`config.mk`:
```
export PLATFORM = sky130hd
export DESIGN_NAME = insn_loader
export DESIGN_NICKNAME = d
export VERILOG_FILES = /design/src/rtl/insn_loader_pkg.sv /design/src/rtl/insn_byte_packer.sv /design/src/rtl/insn_loader.sv
export SDC_FILE = /design/constraint.sdc
export NUM_CORES = 1
export LEC_CHECK = 0
export BUFFER_PORTS_ARGS = -buffer_cell sky130_fd_sc_hd__buf_4
export CORE_ASPECT_RATIO = 0.8
export CORE_MARGIN = 4
export CORE_UTILIZATION = 39
export DETAILED_ROUTE_END_ITERATION = 10
export PLACE_DENSITY_LB_ADDON = 0.2
export SLEW_MARGIN = 20
export SYNTH_ARGS = -nofsm -noshare
export SYNTH_HDL_FRONTEND = slang
export SYNTH_SLANG_ARGS = --single-unit
export TNS_END_PERCENT = 20
```
`constraint.sdc`:
```
create_clock -name clk -period 3.5 [get_ports clk]
set_clock_uncertainty 0.15 [all_clocks]
set_input_delay 0.175 -clock clk [delete_from_list [all_inputs] [get_ports clk]]
set_output_delay 0.175 -clock clk [all_outputs]
set_load 0.01 [all_outputs]
```
`src/rtl/insn_loader_pkg.sv`:
```
// rtl/insn_loader_pkg.sv - shared widths, bytes-per-instruction and loader state encoding
package insn_loader_pkg;

    localparam int DEF_LEN_INSN      = 32;
    localparam int DEF_MEM_INSN_ADDR = 10;
    localparam int BYTES_PER_INSN    = DEF_LEN_INSN / 8;

    typedef enum logic [1:0] {
        ST_IDLE = 2'd0,
        ST_DATA = 2'd1,
        ST_CHK  = 2'd2,
        ST_DONE = 2'd3
    } loader_state_t;

endpackage

```
`src/rtl/insn_byte_packer.sv`:
```
// rtl/insn_byte_packer.sv - assembles bytes little-endian into LEN_INSN-bit words, one-cycle word_valid
module insn_byte_packer #(
    parameter int LEN_INSN = 32
) (
    input  logic                clk,
    input  logic                rst,
    input  logic                clear,
    input  logic                byte_en,
    input  logic [7:0]          byte_in,
    output logic                last_byte,
    output logic                word_valid,
    output logic [LEN_INSN-1:0] word
);

    localparam int BYTES = LEN_INSN / 8;
    localparam int IDXW  = (BYTES > 1) ? $clog2(BYTES) : 1;

    logic [IDXW-1:0]     idx;
    logic [LEN_INSN-1:0] acc;
    logic [LEN_INSN-1:0] acc_next;

    assign last_byte = (idx == IDXW'(BYTES - 1));

    always_comb begin
        acc_next = acc;
        acc_next[int'(idx) * 8 +: 8] = byte_in;
    end

    // Stale upper bytes in acc are harmless: every byte lane is rewritten before a word is emitted.
    always_ff @(posedge clk) begin
        if (rst) begin
            idx        <= '0;
            acc        <= '0;
            word_valid <= 1'b0;
            word       <= '0;
        end else begin
            word_valid <= 1'b0;
            if (clear) begin
                idx <= '0;
            end else if (byte_en) begin
                if (last_byte) begin
                    word       <= acc_next;
                    word_valid <= 1'b1;
                    idx        <= '0;
                end else begin
                    acc <= acc_next;
                    idx <= idx + IDXW'(1);
                end
            end
        end
    end

endmodule

```
`src/rtl/insn_loader.sv`:
```
// rtl/insn_loader.sv - boot loader writing a byte stream into instruction memory; optional INSN_LOADER_CHECKSUM_EN
module insn_loader
    import insn_loader_pkg::*;
#(
    parameter int LEN_INSN      = DEF_LEN_INSN,
    parameter int MEM_INSN_ADDR = DEF_MEM_INSN_ADDR
) (
    input  logic                     clk,
    input  logic                     rst,
    input  logic                     start_i,
    input  logic [MEM_INSN_ADDR:0]   count_i,
    input  logic                     byte_valid_i,
    input  logic [7:0]               byte_i,
    output logic                     byte_ready_o,
    output logic                     we_o,
    output logic [MEM_INSN_ADDR-1:0] waddr_o,
    output logic [LEN_INSN-1:0]      wdata_o,
    output logic                     busy_o,
    output logic                     run_o,
    output logic                     err_o
);

    localparam logic [MEM_INSN_ADDR:0] MAX_COUNT = {1'b1, {MEM_INSN_ADDR{1'b0}}};

    loader_state_t              state;
    logic [MEM_INSN_ADDR-1:0]   addr;
    logic [MEM_INSN_ADDR:0]     remaining;
    logic [MEM_INSN_ADDR:0]     count_sat;
    logic                       accept;
    logic                       data_accept;
    logic                       last_byte;

    assign count_sat   = (count_i > MAX_COUNT) ? MAX_COUNT : count_i;
    assign accept      = byte_valid_i & byte_ready_o;
    assign data_accept = accept && (state == ST_DATA);

    insn_byte_packer #(
        .LEN_INSN (LEN_INSN)
    ) u_packer (
        .clk        (clk),
        .rst        (rst),
        .clear      (state == ST_IDLE),
        .byte_en    (data_accept),
        .byte_in    (byte_i),
        .last_byte  (last_byte),
        .word_valid (we_o),
        .word       (wdata_o)
    );

`ifdef INSN_LOADER_CHECKSUM_EN
    logic [7:0] chk_q;
    logic       err_q;
    assign err_o = err_q;
`else
    assign err_o = 1'b0;
`endif

    always_ff @(posedge clk) begin
        if (rst) begin
            state        <= ST_IDLE;
            addr         <= '0;
            remaining    <= '0;
            waddr_o      <= '0;
            byte_ready_o <= 1'b0;
            busy_o       <= 1'b0;
            run_o        <= 1'b0;
`ifdef INSN_LOADER_CHECKSUM_EN
            chk_q        <= '0;
            err_q        <= 1'b0;
`endif
        end else begin
            case (state)
                ST_IDLE: begin
                    if (start_i) begin
                        addr      <= '0;
                        remaining <= count_sat;
                        busy_o    <= 1'b1;
`ifdef INSN_LOADER_CHECKSUM_EN
                        chk_q     <= '0;
`endif
                        if (count_sat == '0) begin
                            state <= ST_DONE;
                        end else begin
                            state        <= ST_DATA;
                            byte_ready_o <= 1'b1;
                        end
                    end
                end
                ST_DATA: begin
                    busy_o <= 1'b1;
                    if (accept) begin
`ifdef INSN_LOADER_CHECKSUM_EN
                        chk_q <= chk_q ^ byte_i;
`endif
                        // Packer registers the word on this same edge; waddr_o tracks it.
                        if (last_byte) begin
                            waddr_o   <= addr;
                            addr      <= addr + MEM_INSN_ADDR'(1);
                            remaining <= remaining - (MEM_INSN_ADDR+1)'(1);
                            if (remaining == (MEM_INSN_ADDR+1)'(1)) begin
`ifdef INSN_LOADER_CHECKSUM_EN
                                state <= ST_CHK;
`else
                                state        <= ST_DONE;
                                byte_ready_o <= 1'b0;
`endif
                            end
                        end
                    end
                end
`ifdef INSN_LOADER_CHECKSUM_EN
                ST_CHK: begin
                    busy_o <= 1'b1;
                    if (accept) begin
                        err_q        <= (byte_i != chk_q);
                        state        <= ST_DONE;
                        byte_ready_o <= 1'b0;
                    end
                end
`endif
                ST_DONE: begin
                    busy_o <= 1'b0;
`ifdef INSN_LOADER_CHECKSUM_EN
                    run_o  <= ~err_q;
`else
                    run_o  <= 1'b1;
`endif
                end
                default: begin
                    state        <= ST_IDLE;
                    byte_ready_o <= 1'b0;
                    busy_o       <= 1'b0;
                end
            endcase
        end
    end

endmodule
```
Word level (Yosys, flattened, before mapping)
Index checks and enable logic that the tools add are counted.
Widths: inputs -> output; s select.
{ "word_totals": {"regBits": 103, "out_inout_bits": 47, "in_bits": 23, "wordCells": 70} }
{ "classes": {"bitwise_logic": 5, "shift": 2, "magnitude_cmp": 1, "reduce_logical": 12, "mux": 26, "n_addsub": 4, "n_eq_ne": 9} }
{ "ops": {"columns": ["op", "count"], "rows": [
  ["$mux 11", 4],
  ["$neg 5->33", 1],
  ["$shift 8x33->32 const A", 1],
  ["$shiftx 8x33->32", 1],
  ["$bwmux 32", 1],
  ["$mux 10", 3],
  ["$pmux 11 s2", 1],
  ["$pmux 10 s2", 1],
  ["$mux 2", 6],
  ["$eq 11x1->1 const B", 1],
  ["$gt 11x11->1 const B", 1],
  ["$logic_not 11->1", 1],
  ["$sub 11x1->11 const B", 1],
  ["$add 10x1->10 const B", 1],
  ["$reduce_and 3->1", 3],
  ["$ne 2x2->1 const B", 4],
  ["$mux 1", 7],
  ["$pmux 2 s3", 1],
  ["$reduce_and 6->1", 1],
  ["$reduce_and 5->1", 1],
  ["$eq 2x2->1 const B", 2],
  ["$not 1->1", 4],
  ["$reduce_and 4->1", 1],
  ["$pmux 1 s3", 1],
  ["10 further kinds", 10]
]} }

Depth between registers and ports, before layout
Gate-level depths: netlist (run 1).
{ "depth": {"depth_word": 6, "ltp_mapped": 7, "depth_no_buf": 6} }

Hierarchy
A second synthesis (run 1) with hierarchy kept.
{ "hier_totals": {"cells_unflattened": 529, "hier_area_um2": 4685.7} }
{ "by_module_without_submodules": {"columns": ["mod", "area_per_inst_um2", "n_inst", "seq_area_each_um2", "cells_each"], "rows": [
  ["insn_byte_packer", 2797.7, 1, 1341.3, 289],
  ["insn_loader", 1888.1, 1, 720.7, 240]
]} }

Least setup slack after synthesis (run 1)
No wires, ideal clock.
{ "synth_path": {"kind": "register -> register", "startpoint": "reg u_packer.idx[0]", "endpoint": "reg u_packer.acc[0]", "setup_time_ns": 0.086, "slack_ns": 1.430, "n_path_buf": 0, "t_arrival_ns": 1.834, "synth_period_minus_slack_ns": 2.070, "t_required_ns": 3.264, "path_stages_with_launch": 6, "path_cell_list": "dfxtp_1 -> inv_1 -> ha_1 -> nor3_1 -> a21oi_1 -> a211oi_1"} }
{ "synth_via": {"elab_chain_len": 3, "word_cells_on_any_way": 7, "classes_between": "add/sub: 1; eq/ne: 1; shift: 2; mux: 1; bitwise: 1; reduce/logical: 1"} }
{ "synth_lines": {"columns": ["item", "line_no", "text"], "rows": [
  ["from (decl)", "insn_byte_packer.sv:18", "logic [IDXW-1:0] idx;"],
  ["from (signal assigned)", "insn_byte_packer.sv:47", "idx <= idx + IDXW'(1);"],
  ["$neg 5->33 or $eq 2x2->1 (tied branches)", "insn_byte_packer.sv:26, insn_byte_packer.sv:22", null],
  ["$shiftx 8x33->32, or another cell as far along", "insn_byte_packer.sv:26", "acc_next[int'(idx) * 8 +: 8] = byte_in;"],
  ["$bwmux 32 or $reduce_and 3->1 (tied branches)", null, null],
  ["to (signal assigned)", "insn_byte_packer.sv:46", "acc <= acc_next;"],
  ["to (decl)", "insn_byte_packer.sv:19", "logic [LEN_INSN-1:0] acc;"]
]} }
Several ways; a longest one is shown, not always the timed one.
A chain may end at the register's enable or synchronous reset.

Worst setup path after layout (run 1)
{ "layout_path": {"startpoint": "reg u_packer.idx[0]", "endpoint": "reg u_packer.acc[6]"} }
The elaborated chain is that of the path after synthesis.

==> flow_metrics.tcl, run 1 <==
set metrics [dict create \
    route.detailed.drc 0 \
    antenna_found_initial 0 \
    fp.dieArea_um2 13300 \
    critPathCapture "u_packer.acc[6]" \
    critPathKind "flip-flop to flip-flop" \
    cts_tree "built" \
    vias_per_cell 5.31 \
    cts.sink_count 103 \
    number_of_global_route_vias_before_repair 3605 \
    post_synth_inst_count 527 \
    netlist.top_cell.by_area "dfxtp_1" \
    netSwitchingPower_w 0.000589 \
    boundaryPins 70 \
    final_layout_size_suffix_gt1_frac 0.164 \
    cellInternalPower_w 0.00177 \
    worst-path-buf-inv 1 \
    seq_area_frac_synth 0.460 \
    critical_path_launch_point "u_packer.idx[0]" \
    antenna-diode-count 0 \
    detailed_place_hpwl_mm 7.47 \
    cts_resized 0 \
    ff2ff_path_depth 5 \
    regToRegSetupSlack_ns 0.98 \
    cp_cell_sequence "inv_1, ha_1, nor3_1, a21oi_1, a211oi_1" \
    synthesis.yosys.warnings 0 \
    max_cap_violations 0 \
    drt-pass1-iter-count 4 \
    grt_usage 0.164 \
    netlist_top_cells_area "dfxtp_1, a211oi_1, nor2_1" \
    synth-edff-count 0 \
    maxSlewHeadroom 0.425 \
    wl_per_cell_um 14.9 \
    worst_ep_required_time_ns 3.60 \
    seq_power_share 0.516 \
    power.density_cell_area_nw_per_um2 434 \
    routed_wirelength_mm 10.9 \
    fp.coreArea_um2 11100 \
    r2r-end "u_packer.acc[6]" \
    share_clk_of_total_power 0.403 \
    grt_setup_unrepaired "no" \
    vdd.ir_drop.worst_v 0.000225 \
    timing.critical_path.to_type "flip-flop" \
    synth_area_per_cell_um2 8.51 \
    num-nets-final 614 \
    p_comb_frac 0.081 \
    fillerInstances 1053 \
    count_of_vias_placed_by_the_detailed_router 3881 \
    tritoncts.num_buffers 9 \
    grt_overflow 0 \
    cts.reportedPaths.clkPinSlew_ns 0.07 \
    static-leakage-power_nw 1.94 \
    timing.critical_path.fanout_max 9 \
    r2r-start "u_packer.idx[0]" \
    final_antenna_net_count 0 \
    max_slew.worst_pin.slew_ns 0.861 \
    stdcell_area_um2 5420 \
    count_of_distinct_cell_types_in_the_synthesized_netlist 46 \
    detailed_place.area_um2 5080 \
    levels_on_crit_path 5 \
    final-hold-violation-count 0 \
    cts_max_level 3 \
    yosys_register_bits 103 \
    syn2layout_area_growth_pct 20.8 \
    initial_core_util 0.406 \
    timing.final.crit_share 0.721 \
    clk_root_buffer_cell "clkbuf_16" \
    fraction_of_synthesis_flops_using_an_asynchronous_set_or_reset_pin 0 \
    worstSetupStartpointType "flip-flop" \
    ys_dominant_reg_cell "dfxtp_1" \
    cts-root-to-sink-buffers 2 \
    synth_area_um2 4490 \
    drv_slew 0 \
    arrival_ns 2.62 \
    slowest_stage "nor3_1" \
    cpLargestDelayFamily "simple AND/OR/NAND/NOR gates" \
    max_clock_freq_ghz 0.396 \
    postSynthNetCount 559 \
    chipHeight_um 104 \
    status "complete, no violations" \
    grt_start_max_net_pins 66 \
    critical_path.max_stage_delay_ns 0.72 \
    clkLatencyLatePin_ns 0.34 \
    final_period_minus_worst_setup_slack_ns 2.52 \
    rows 34 \
    holdCritStartpoint "count_i[3]" \
    io_buffers 68 \
    grt_pass1_wl_mm 18.2 \
    synthDominantCellAreaShare 0.460 \
    min_path_type "input port to flip-flop" \
    count_of_endpoints_failing_setup_in_the_final_report 0 \
    sw_frac_of_total 0.250 \
    gp_congestion 0.821 \
    first_iter_violations 240 \
    die_width_um 128 \
    fin_tns_setup_ns 0 \
]
[power by group through the flow]
stage | registers, W | logic (W) | clock network (W)
after floorplan | 0.00124 | 0.000127 | 0
after global placement | 0.00124 | 0.000180 | 0
after detailed placement | 0.00124 | 0.000185 | 0
after CTS | 0.00121 | 0.000191 | 0.000977
after global routing | 0.00122 | 0.000213 | 0.00102
final | 0.00122 | 0.000191 | 0.000948
[cells by family (layout without fill, tap and decap cells)]
kind of cell	Yosys count	after routing	share of synthesized area
multiplexers	4	4	0.00893
buffers and inverters	49	109	0.0446
AND/OR/NAND/NOR	201	201	0.227
AO/OA/AOI/OAI	155	155	0.224
adder cells (fa/ha/maj)	9	9	0.0251
XOR/XNOR	5	5	0.00976
other	1	1	0.000836
flip-flops	103	103	0.460
[flip-flops by register name, summed over array words and instances (netlist names)]
| register | cells |
|---|---|
| u_packer.word_valid | 1 |
| state | 2 |
| addr | 10 |
| waddr_o | 10 |
| u_packer.idx | 2 |
| remaining | 11 |
| busy_o | 1 |
| u_packer.word | 32 |
| u_packer.acc | 32 |
| byte_ready_o | 1 |
| run_o | 1 |
[cell usage in the layout, fill, tap and decap left out, types with 4 or more instances in the layout]
cell type | netlist | final
dlygate4sd3_1 | 0 | 6
nor4_1 | 4 | 4
and3_1 | 6 | 6
o21ai_0 | 9 | 9
a31oi_1 | 9 | 9
xnor2_1 | 5 | 5
mux2i_1 | 4 | 4
a21oi_1 | 55 | 55
nand2_1 | 29 | 29
nor2b_1 | 31 | 31
clkbuf_16 | 0 | 9
inv_6 | 0 | 4
inv_1 | 14 | 14
buf_4 | 2 | 73
or4_1 | 4 | 4
nor2_1 | 83 | 81
a211oi_1 | 67 | 67
nand3_1 | 13 | 13
nor3_1 | 6 | 6
dfxtp_1 | 103 | 103
ha_1 | 9 | 9
[routing by layer]
| metal | routed length, µm | track usage | part of all wire | vias to the layer above |
|---|---|---|---|---|
| met5 | 0 | 0 | 0 | - |
| met4 | 171 | 0.0485 | 0.016 | 0 |
| met3 | 587 | 0.0411 | 0.054 | 14 |
| met2 | 4600 | 0.235 | 0.42 | 82 |
| met1 | 5500 | 0.243 | 0.51 | 1782 |
| li1 | - | - | - | 2003 |
[through the flow]
| stage | util | power [W] | std cells | hold WS, ns | setup slack, ns |
|---|---|---|---|---|---|
| floorplan | - | 0.00136 | 527 | 0.169 | 1.43 |
| CTS | 0.490 | 0.00238 | 731 | 0.00453 | 0.953 |
| global route | 0.490 | 0.00245 | 731 | 0.0329 | 0.722 |
| detailed placement | 0.459 | 0.00143 | 709 | 0.301 | 0.964 |
| global placement | 0.459 | 0.00142 | 709 | 0.296 | 1.06 |
| finish | 0.490 | 0.00235 | 731 | 0.00776 | 0.976 |
[area by class of cell]
| type | count | area [µm²] | area share |
|---|---|---|---|
| repair buffers | 79 | 608 | 0.112 |
| flip-flops and latches | 103 | 2060 | 0.381 |
| inverters | 14 | 52.6 | 0.00970 |
| clock inverters | 6 | 48.8 | 0.00900 |
| multi-input cells | 375 | 2240 | 0.413 |
| clock buffers | 10 | 229 | 0.0423 |
| well taps | 144 | 180 | 0.0332 |
[worst min path at each step]
stage / endpoint / slack (ns) / cells after the start
final: remaining[3] / 0.008 / 3
after global routing: remaining[10] / 0.03 / 3
after CTS: remaining[3] / 0.005 / 3
after detailed placement: waddr_o[0] / 0.30 / 2
after global placement: waddr_o[9] / 0.30 / 2
after floorplan: state[0] / 0.17 / 2
[worst min-delay path: cells and delay by family]
kind                   cells  cell delay (ns)
buffers and inverters      1             0.08
AO/OA/AOI/OAI              1             0.07
AND/OR/NAND/NOR            1             0.13
[Yosys cell counts (3+ instances only)]
master / n
or3_1: 3
ha_1: 9
nand2_1: 29
clkbuf_1: 23
nand2b_1: 3
a311oi_1: 3
buf_2: 7
nor2_1: 83
buf_1: 3
nand4b_1: 3
inv_1: 14
o21ai_0: 9
a211oi_1: 67
a31oi_1: 9
and3_1: 6
mux2i_1: 4
xnor2_1: 5
nor4_1: 4
nor3_1: 6
or4_1: 4
nor2b_1: 31
nand3_1: 13
a21oi_1: 55
dfxtp_1: 103
[timing repair]
item / 4_1_cts / 5_1_grt
setup endpoints to repair: 0 / 0
hold buffers: 6 / 0
hold endpoints to repair: 7 / 0
buffers inserted: 0 / 0
Note: power is estimated with default switching activity, not from simulation.
==> run 2: changes to the inputs <==
--- a/config.mk
+++ b/config.mk
@@ -5,6 +5,7 @@
 export SDC_FILE = /design/constraint.sdc
 export NUM_CORES = 1
 export LEC_CHECK = 0
+export ABC_AREA = 1
 export BUFFER_PORTS_ARGS = -buffer_cell sky130_fd_sc_hd__buf_4
 export CORE_ASPECT_RATIO = 0.8
 export CORE_MARGIN = 4
==> constraint.sdc (replaced) <==
create_clock -name clk -period 2.1 [get_ports clk]
set_clock_uncertainty 0.15 [all_clocks]
set_input_delay 0.105 -clock clk [delete_from_list [all_inputs] [get_ports clk]]
set_output_delay 0.105 -clock clk [all_outputs]
set_load 0.01 [all_outputs]
==> run 2 against run 1 <==
Compared with the run above: sequential power increased by 68%; combinational power grew to 2.9 times the previous value; clock-buffer cell count is 3 higher; power is 83% higher; flip-flop and latch count unchanged; clock power increased by 81%; synthesized cell count increased by 20%; critical path type unchanged; highest routed layer unchanged.
==> flow_metrics.tcl, run 2 <==
set metrics [dict create \
    status "complete, no violations" \
    count_of_endpoints_failing_setup_in_the_final_report 0 \
    synthDominantCellAreaShare 0.447 \
    vias_per_cell 5.16 \
    final_layout_size_suffix_gt1_frac 0.157 \
    first_iter_violations 339 \
    timing.final.crit_share 0.929 \
    final_period_minus_worst_setup_slack_ns 1.95 \
    p_comb_frac 0.126 \
    rows 35 \
    dp_cells 831 \
    netlist_top_cells_area "dfxtp_1, a21oi_1, o21ai_0" \
    grt_max_usage_layer "met2" \
    grt_overflow 0 \
    synth-edff-count 0 \
    count_of_distinct_cell_types_in_the_synthesized_netlist 29 \
    cts.sink_count 103 \
    boundaryPins 70 \
    cts-root-to-sink-buffers 2 \
    post-route-worst-setup-slack_ns 0.149 \
    critPathKind "flip-flop to flip-flop" \
    postSynthNetCount 663 \
    num-nets-final 734 \
    preCtsSetupSlack_ns 0.139 \
    critical_path.max_stage_delay_ns 0.38 \
    met1_usage 0.260 \
    share_clk_of_total_power 0.398 \
    detailed_place_hpwl_mm 8.70 \
    critPathCapture "u_packer.acc[2]" \
    wl_per_cell_um 14.1 \
    netlist.top_cell.by_area "dfxtp_1" \
    timing.critical_path.fanout_max 8 \
    slowest_stage "dfxtp_1" \
    fp.dieArea_um2 13700 \
    clk_root_buffer_cell "clkbuf_16" \
    final_common_cell "dfxtp_1" \
    tritoncts.num_buffers 9 \
    number_of_global_route_vias_before_repair 4021 \
    synth_top_cells_by_count "dfxtp_1, a21oi_1, nand2_1" \
    layout_common_cells "dfxtp_1, a21oi_1, nand2_1, buf_4, inv_1" \
    fin_worst_hold_slack_ns 0.0139 \
    stdcell_count 854 \
    drv_slew 0 \
    post_synth_inst_count 631 \
    cts.reportedPaths.clkPinSlew_ns 0.07 \
    clkLatencyLatePin_ns 0.34 \
    ff2ff_path_depth 7 \
    grt_start_max_net_pins 42 \
    yosys_register_bits 103 \
    gp_congestion 0.837 \
    seq_area_frac_synth 0.447 \
    global_route.usage.met2 0.262 \
    io_buffers 68 \
    cts_tree "built" \
    antenna_found_initial 0 \
    die_width_um 130 \
    regToRegSetupSlack_ns 0.15 \
    critical_path.most_common_cell "inv_1" \
    max_cap_violations 0 \
    routed_wirelength_mm 12.1 \
    critical_path_launch_point "u_packer.idx[1]" \
    arrival_ns 2.08 \
    r2r-end "u_packer.acc[2]" \
    worst_ep_required_time_ns 2.23 \
    syn2layout_area_growth_pct 23.7 \
    min_path_type "input port to flip-flop" \
    ys_dominant_reg_cell "dfxtp_1" \
    maxSlewHeadroom 0.597 \
    grt_use_met3 0.0319 \
    cellInternalPower_w 0.00321 \
    largestRegisters "u_packer.acc (32), u_packer.word (32), remaining (11)" \
    grt_pass1_wl_mm 19.8 \
    count_of_vias_placed_by_the_detailed_router 4405 \
    synthesis.yosys.warnings 0 \
    antenna-diode-count 0 \
    initial_core_util 0.399 \
    final_antenna_net_count 0 \
    netSwitchingPower_w 0.00111 \
    fp.coreArea_um2 11600 \
    timing.critical_path.to_type "flip-flop" \
    synth_area_um2 4620 \
    yosysMostFrequentCell "dfxtp_1" \
    sw_frac_of_total 0.257 \
    detailed_place.area_um2 5330 \
    worstSetupStartpointType "flip-flop" \
    vdd.ir_drop.worst_v 0.000400 \
    cp_cell_sequence "inv_1, ha_1, nor2_1, nand3_1, o22ai_1, inv_1, a21oi_1" \
    fraction_of_synthesis_flops_using_an_asynchronous_set_or_reset_pin 0 \
    max_clock_freq_ghz 0.512 \
    final-hold-violation-count 0 \
    stdcell_area_um2 5710 \
    power.total_w 0.00431 \
    chipHeight_um 105 \
    static-leakage-power_nw 2.46 \
    grt_usage 0.177 \
    route.detailed.drc 0 \
    cts_max_level 3 \
    max_slew.worst_pin.slew_ns 0.599 \
    power.density_cell_area_nw_per_um2 755 \
    drt-pass1-iter-count 5 \
    synth_area_per_cell_um2 7.31 \
    seq_power_share 0.475 \
    r2r-start "u_packer.idx[1]" \
]
## run 2: per-stage QoR
| step | util | TNS [ns] |
|---|---|---|
| floorplan | - | 0 |
| global placement | 0.461 | 0 |
| detailed placement | 0.461 | 0 |
| CTS | 0.494 | 0 |
| global route | 0.494 | -0.00944 |
| finish | 0.494 | 0 |
## run 2: worst max-delay path: cells and delay by family (launching register included)
family	cells	cell delay (ns)
DFF	1	0.38
and+or+nand+nor	2	0.42
buffers and inverters	2	0.20
adders and majority gates	1	0.38
AOI/OAI and AO/OA	2	0.37
## run 2: what timing repair did
item | CTS | global route
hold buffers | 8 | 0
setup endpoints to repair | 0 | 3
endpoints found under the hold margin | 23 | 0
buffers inserted | 0 | 0
gates resized for setup | 0 | 2
## run 2: area by class of cell
type	count	area, µm²
timing repair buffer	95	774
inverter	87	327
sequential	103	2060
multi-input combinational	406	2060
clock buffer	13	260
fill	1171	5850
clock inverter	2	38.8
tap	148	185
## run 2: cell families (layout without fill, tap and decap cells)
group	count (synthesis)	in the layout	share of synthesized area
compound gates	222	222	0.256
xor+xnor	3	3	0.00569
fa+ha+maj	9	9	0.0244
buf+inv	122	197	0.109
flops	103	103	0.447
other cells	1	1	0.000812
simple gates	171	171	0.158
## run 2: how the worst min path moves through the flow
stage | startpoint | to | slack, ns | cells past startpoint
after CTS | count_i[8] | remaining[8] | 0.01 | 5
after global routing | count_i[8] | remaining[8] | 0.04 | 5
after detailed placement | start_i | busy_o | 0.26 | 4
final | count_i[8] | remaining[8] | 0.01 | 5
after floorplan | count_i[0] | remaining[0] | 0.12 | 2
after global placement | start_i | busy_o | 0.25 | 4
## run 2: power groups by stage
stage / registers [W] / logic, W / clock network, W
floorplan: 0.00209 / 0.000366 / 0
global placement: 0.00209 / 0.000512 / 0
detailed placement: 0.00209 / 0.000522 / 0
CTS: 0.00205 / 0.000538 / 0.00175
global route: 0.00206 / 0.000612 / 0.00183
finish: 0.00205 / 0.000545 / 0.00172
## run 2: metal layers
metal | part of all wire | routed length, µm
met1 | 0.49 | 5900
met2 | 0.44 | 5290
met3 | 0.055 | 667
met4 | 0.017 | 200
met5 | 0 | 0
